File: src/rtl/conv_result_streamer.sv
// Drains the convolution output memory onto a valid/ready stream, hiding the
// synchronous read latency behind a 2-entry buffer. Optional: RESULT_CHECKSUM_EN.
module conv_result_streamer #(
    parameter int DATA_W = 32,
    parameter int ADDR_W = 10
) (
    input  logic              clk,
    input  logic              rst,
    input  logic              start,
    input  logic [ADDR_W:0]   out_count,
    input  logic [ADDR_W-1:0] base_addr,
    output logic              mem_en,
    output logic [ADDR_W-1:0] mem_addr,
    input  logic [DATA_W-1:0] mem_rdata,
    output logic              m_valid,
    input  logic              m_ready,
    output logic [DATA_W-1:0] m_data,
    output logic              m_last,
    output logic              busy,
    output logic              done
`ifdef RESULT_CHECKSUM_EN
    ,
    output logic [DATA_W-1:0] checksum
`endif
);

    typedef enum logic [1:0] {
        IDLE,
        FETCH,
        DRAIN,
        FINISH
    } state_t;

    localparam logic [ADDR_W:0]   CNT_ONE  = 1;
    localparam logic [ADDR_W-1:0] ADDR_ONE = 1;

    state_t            state;
    state_t            state_next;

    logic [ADDR_W:0]   rd_left;
    logic [ADDR_W:0]   tx_left;
    logic [ADDR_W-1:0] rd_addr;
    logic              rd_pending;

    logic [DATA_W-1:0] buf_q [2];
    logic              wr_ptr;
    logic              rd_ptr;
    logic [1:0]        occupancy;

    logic              start_ok;
    logic              issue;
    logic [1:0]        credit_used;
    logic              buf_empty;
    logic              xfer;
    logic              push;
    logic              pop;

    // Credits count both buffered words and the read still in flight, so the
    // buffer can never be asked to hold a third word.
    always_comb begin
        start_ok    = (state == IDLE) && start;
        credit_used = occupancy + {1'b0, rd_pending};
        issue       = (state == FETCH) && (rd_left != '0) && (credit_used < 2'd2);
        buf_empty   = (occupancy == 2'd0);
    end

    // When the buffer is empty the returning read word is presented straight
    // from the memory port, so the first word appears the cycle it arrives.
    always_comb begin
        m_valid = !buf_empty || rd_pending;
        if (!buf_empty) begin
            m_data = buf_q[rd_ptr];
        end else if (rd_pending) begin
            m_data = mem_rdata;
        end else begin
            m_data = '0;
        end
        xfer   = m_valid && m_ready;
        push   = rd_pending && !(buf_empty && m_ready);
        pop    = xfer && !buf_empty;
        m_last = m_valid && (tx_left == CNT_ONE);
    end

    always_comb begin
        mem_en   = issue;
        mem_addr = rd_addr;
        busy     = (state != IDLE);
        done     = (state == FINISH);
    end

    always_comb begin
        state_next = state;
        case (state)
            IDLE: begin
                if (start) begin
                    state_next = (out_count == '0) ? FINISH : FETCH;
                end
            end
            FETCH: begin
                if (issue && (rd_left == CNT_ONE)) begin
                    state_next = DRAIN;
                end
            end
            DRAIN: begin
                if (xfer && (tx_left == CNT_ONE)) begin
                    state_next = FINISH;
                end
            end
            FINISH: begin
                state_next = IDLE;
            end
            default: begin
                state_next = IDLE;
            end
        endcase
    end

    always_ff @(posedge clk or posedge rst) begin
        if (rst) begin
            state <= IDLE;
        end else begin
            state <= state_next;
        end
    end

    always_ff @(posedge clk or posedge rst) begin
        if (rst) begin
            rd_left    <= '0;
            tx_left    <= '0;
            rd_addr    <= '0;
            rd_pending <= 1'b0;
        end else begin
            rd_pending <= issue;
            if (start_ok) begin
                rd_left <= out_count;
                tx_left <= out_count;
                rd_addr <= base_addr;
            end else begin
                if (issue) begin
                    rd_left <= rd_left - CNT_ONE;
                    rd_addr <= rd_addr + ADDR_ONE;
                end
                if (xfer) begin
                    tx_left <= tx_left - CNT_ONE;
                end
            end
        end
    end

    always_ff @(posedge clk or posedge rst) begin
        if (rst) begin
            for (int i = 0; i < 2; i++) begin
                buf_q[i] <= '0;
            end
            wr_ptr    <= 1'b0;
            rd_ptr    <= 1'b0;
            occupancy <= 2'd0;
        end else begin
            if (push) begin
                buf_q[wr_ptr] <= mem_rdata;
                wr_ptr        <= ~wr_ptr;
            end
            if (pop) begin
                rd_ptr <= ~rd_ptr;
            end
            case ({push, pop})
                2'b10:   occupancy <= occupancy + 2'd1;
                2'b01:   occupancy <= occupancy - 2'd1;
                default: occupancy <= occupancy;
            endcase
        end
    end

`ifdef RESULT_CHECKSUM_EN
    // Running sum of delivered words; holds after done until the next start.
    always_ff @(posedge clk or posedge rst) begin
        if (rst) begin
            checksum <= '0;
        end else if (start_ok) begin
            checksum <= '0;
        end else if (xfer) begin
            checksum <= checksum + m_data;
        end
    end
`endif

endmodule
File: config.mk
export PLATFORM = sky130hd
export DESIGN_NAME = conv_result_streamer
export DESIGN_NICKNAME = d
export VERILOG_FILES = /design/src/rtl/conv_result_streamer.sv
export SDC_FILE = /design/constraint.sdc
export NUM_CORES = 1
export LEC_CHECK = 0
export BUFFER_PORTS_ARGS = -buffer_cell sky130_fd_sc_hd__buf_2
export CORE_ASPECT_RATIO = 1.4
export CORE_MARGIN = 2
export CORE_UTILIZATION = 55
export DETAILED_ROUTE_END_ITERATION = 8
export PLACE_DENSITY_LB_ADDON = 0.1
export SYNTH_ARGS = -nofsm -noshare
export SYNTH_HDL_FRONTEND = slang
export SYNTH_SLANG_ARGS = --single-unit
File: constraint.sdc
create_clock -name clk -period 4.5 [get_ports clk]
set_clock_uncertainty 0.05 [all_clocks]
set_input_delay 0.675 -clock clk [delete_from_list [all_inputs] [get_ports clk]]
set_output_delay 0.675 -clock clk [all_outputs]
set_load 0.01 [all_outputs]
## Word level (Yosys, flattened, before mapping)

Cells that the tools add are included.

| word-level totals | value |
|---|---|
| flip-flop bits (word level) | 103 |
| latch bits | 0 |
| RAM bits | 0 |
| ROM bits | 0 |
| input bits | 57 |
| output and inout port bits | 47 |
| word-level logic and storage cells | 77 |
| memories kept | 0 |

| operators by class | value |
|---|---|
| $add $sub $neg | 6 |
| multipliers | 0 |
| div/mod/pow operators | 0 |
| order comparisons | 4 |
| equality and inequality tests | 10 |
| shifts and indexed selects | 0 |
| muxes and demuxes | 20 |
| bitwise gates (word level) | 4 |
| reductions and logical operators | 23 |

Operators by type and width:

| kind | number |
|---|---|
| $mux W32 | 6 |
| $bwmux W64 | 1 |
| $mux W11 | 4 |
| $demux W32 S1 | 1 |
| $eq A11 B1 Y1 const B | 2 |
| $sub A11 B1 Y11 const B | 2 |
| $mux W10 | 2 |
| $logic_and A1 B1 Y1 | 11 |
| $logic_not A11 Y1 | 1 |
| $reduce_bool A11 Y1 | 1 |
| $add A10 B1 Y10 const B | 1 |
| $mux W2 | 4 |
| $pmux W2 S4 | 1 |
| $reduce_bool A2 Y1 | 4 |
| $eq A2 B2 Y1 const B | 3 |
| $eq A2 B1 Y1 const B | 2 |
| $ge A2 B2 Y1 const B | 2 |
| $logic_not A2 Y1 | 2 |
| $ne A2 B2 Y1 const B | 2 |
| $not A1 Y2 | 2 |
| $pmux W2 S2 | 1 |
| $reduce_and A3 Y1 | 1 |
| $add A2 B1 Y2 | 1 |
| $add A2 B1 Y2 const B | 1 |
| 7 further kinds | 9 |

## Depth between registers and ports, before layout

| logic depth | value |
|---|---|
| depth in word-level cells | 7 |
| gate-level depth with buffers | 9 |

## Worst setup path after synthesis

OpenSTA, ideal clock, no wires.

| path | value |
|---|---|
| path type | reg2out |
| start point | reg rd_left[0] |
| end point | out mem_en |
| data arrival time | 1665 ps |
| path slack | 2110 ps |
| stages on the path, launching flop included | 8 |
| cells stage by stage | dfrtp_1 -> inv_1 -> ha_1 -> nor4b_1 -> and3_1 -> clkbuf_1 -> or2_2 -> inv_1 |

| on the way | value |
|---|---|
| word-level cells in the longest chain between the ends | 3 |

Ends and longest elaborated chain:

| item | line | RTL |
|---|---|---|
| start, declared | 40 | `logic [ADDR_W:0] rd_left;` |
| start signal, assigned | 135 | `rd_left <= out_count;` |
| start signal, assigned | 140 | `rd_left <= rd_left - CNT_ONE;` |
| $reduce_bool A11 Y1 | 63 | `issue = (state == FETCH) && (rd_left != '0) && (credit_used < 2'd2);` |
| $logic_and A1 B1 Y1 (2 in a row) | 63 |  |
| end, declared | 12 | `output logic mem_en,` |

Every way passes these cells.

## Worst setup path in the final report

| path | value |
|---|---|
| start point | reg rd_left[7] |
| end point | out mem_en |

The elaborated chain is that of the path after synthesis.

==> key figures <==
Run status
  – Status: finished, final reports clean

Synthesis
  – Commonest register cell after synthesis: dfrtp_1
  – Synthesized Nets: 559
  – Number of synthesized flops with an enable pin: 0
  – Yosys warnings: 0
  – Top-count cell post-synth: dfrtp_1
  – Ys async rst share: 1.000
  – Post-Syn Instances: 490
  – Yosys top cell area share: 0.4878
  – Synth top cells by count: dfrtp_1, mux2_2, o21ai_0, nand3_1, mux2i_1
  – Synth cell types: 43
  – Yosys top cell by area: dfrtp_1
  – Sequential cell area fraction in the yosys report: 0.4878
  – Mapped Area: 5284 um^2
  – #FFs+latches synth: 103
  – Synth top area cells: dfrtp_1, mux2_2, mux2i_1
  – Mean post-synth cell area: 10.78 um^2

Placed design
  – Post-Place Cells: 680
  – Routability cong.: 0.8983
  – DPL Wire Length: 7.891 mm
  – I/O Buffers: 103

Pwr
  – Comb pwr share: 0.435
  – Sw power: 1792 uW
  – Worst VDD drop: 352.3 uV
  – Int Power: 2988 uW
  – PwrDens: 767.4 nW/um^2
  – Clk pwr share: 0.186
  – Switching share of power: 0.3749
  – Sequential share of power: 0.379
  – Pleak: 0.002749 uW

Critical path
  – CP Max Fanout: 10
  – Critical Path AT: 2.38 ns
  – CP startpoint kind: flop
  – CP endpoint kind: output pin
  – Crit Path Class: flop to output pin
  – WP data required: 3.77 ns

Floorplan
  – # IOs: 104
  – Initial Utilization: 0.5617
  – Die area: 10420 um^2
  – Chip height: 120.0 um
  – DIE WIDTH: 86.84 um
  – Placement row count: 42
  – Placeable Area: 9407 um^2

Global routing
  – First-pass GRT wire length: 19.04 mm
  – Number of global-route vias before repair: 4144
  – Number of antenna violations at the first check in global routing: 0
  – Gr usage total: 0.2334
  – Largest net degree at the start of global routing: 79
  – Total grt overflow: 0

Clocking
  – CTS Buf Count: 9
  – CTS Hold Buffers Added: 0
  – Worst-Skew Late Latency: 0.34 ns
  – H-tree depth: 3
  – # resized after CTS: 0
  – Clock sinks: 103
  – Root buffer cell: clkbuf_16
  – CTS Buffer Depth: 2
  – Setup Fix Bufs, Post-CTS: 0
  – CTS clock-pin slew for the worst setup and hold paths: 0.06 ns
  – TritonCTS clock tree: done

Job
  – Max_cap viols: 0

Detailed routing
  – DRT Wirelength: 11.45 mm
  – Antenna-violating nets left: 0
  – DR vias: 4035
  – Vias/cell: 5.797
  – Initial DRT Pass Iterations: 4
  – Drt wl/cell: 16.45 um
  – DR iter-0 viols: 230
  – DRC viols: 0

Timing
  – Setup TNS Final: 0 ns
  – Slew headroom: 0.2420
  – Fin crit period: 3.109 ns
  – Worst-Margin Slew: 1.134 ns
  – Max-slew violations: 0
  – Maximum clock frequency: 0.3217 GHz
  – RSZ-0062 raised after global routing: false
  – Number of hold violations in the final report: 0
  – Final setup fails: 0
  – Tcrit/Tclk final: 0.6909

Final layout
  – Layout Nets: 650
  – Number of diodes: 0
  – Post-Layout Cell Count: 696
  – Area Overhead vs Synth: 17.88%
  – Fraction of layout cells with a size suffix above 1: 0.3328

Worst hold path
  – Worst Hold Class: flop to flop
-- critical path, stage by stage, from the launching register on --
cell and delay [ns]:
dfrtp_1 0.43, nor4_1 0.60, and3_1 0.49, or2_2 0.23, inv_1 0.12, buf_2 0.16
-- layout make-up --
class | count | area, um^2
clock buffers | 10 | 239.0
clock inverters | 6 | 107.6
fillers | 765 | 3178
inverters | 9 | 36.28
multi-input cells | 350 | 2576
flip-flops and latches | 103 | 2579
well taps | 110 | 137.6
repair buffers | 108 | 553.0
-- layout by cell type (no fill, tap or decap), drive strengths merged, types with 2 or more instances in the layout --
cell type,n
nor3,10
clkbuf,10
o21ai,46
nor2,28
nor3b,2
nand2,17
or4,3
nand4,2
clkinv,2
nand3,38
xnor2,24
buf,108
inv,9
a21oi,25
dfrtp,103
ha,12
mux2,64
xor2,5
nand4b,2
mux2i,34
a31oi,3
nor4,9
bufinv,3
or3,6
and3,3
o211ai,2
-- through the flow --
stage / total power [uW] / util / hold WS, ns / cell area, um^2 / setup slack, ns
2_1_floorplan: 3241 / - / 0.4188 / 5284 / 1.071
3_3_place_gp: 3830 / 0.6253 / 0.4359 / 5882 / 1.885
3_5_place_dp: 3917 / 0.6253 / 0.4435 / 5882 / 1.828
4_1_cts: 4823 / 0.6621 / 0.4599 / 6228 / 1.441
5_1_grt: 5129 / 0.6621 / 0.4715 / 6228 / 1.251
6_report: 4780 / 0.6621 / 0.4566 / 6228 / 1.391
-- worst paths after layout --
| check | end | startpoint | slack, ns | cells after the start |
|---|---|---|---|---|
| max | mem_en | rd_left[7] | 1.39 | 5 |
| min | buf_q[13] | buf_q[13] | 0.46 | 1 |
| max in group asynchronous | buf_q[24] | rst | 2.98 | 3 |
| min in group asynchronous | buf_q[5] | rst | 0.49 | 2 |
| min reg2reg | buf_q[13] | buf_q[13] | 0.46 | 1 |
| max reg2reg | buf_q[47] | occupancy[0] | 2.06 | 6 |
-- cell families after synthesis --
logic type,count (synthesis),share of synthesized area
xor gates and xnor gates,29,0.04807
buffers and inverters,37,0.02652
adders and majority gates,12,0.02842
DFF,103,0.4878
AOI/OAI and AO/OA,83,0.08407
muxes,98,0.2008
and+or+nand+nor,128,0.1243
-- metal layers --
| metal | vias to the layer above | part of all wire | global-route usage |
|---|---|---|---|
| li1 | 1944 | - | - |
| met1 | 1961 | 0.42 | 0.2801 |
| met2 | 101 | 0.51 | 0.3989 |
| met3 | 29 | 0.035 | 0.03851 |
| met4 | 0 | 0.031 | 0.1143 |
| met5 | - | 0 | 0 |
-- power groups by stage --
stage          combinational, uW  clock (uW)  sequential [uW]
3_5_place_dp                2090           0             1820
3_3_place_gp                2040           0             1790
2_1_floorplan               1570           0             1670
5_1_grt                     2300         946             1880
6_report                    2080         889             1810
4_1_cts                     2110         906             1810
-- registers in the layout (all words and copies together), names as in the netlist --
signal      count
tx_left        11
rd_ptr          1
occupancy       2
wr_ptr          1
state           2
rd_pending      1
mem_addr       10
rd_left        11
buf_q          64
Note: power is estimated with default switching activity, not from simulation.
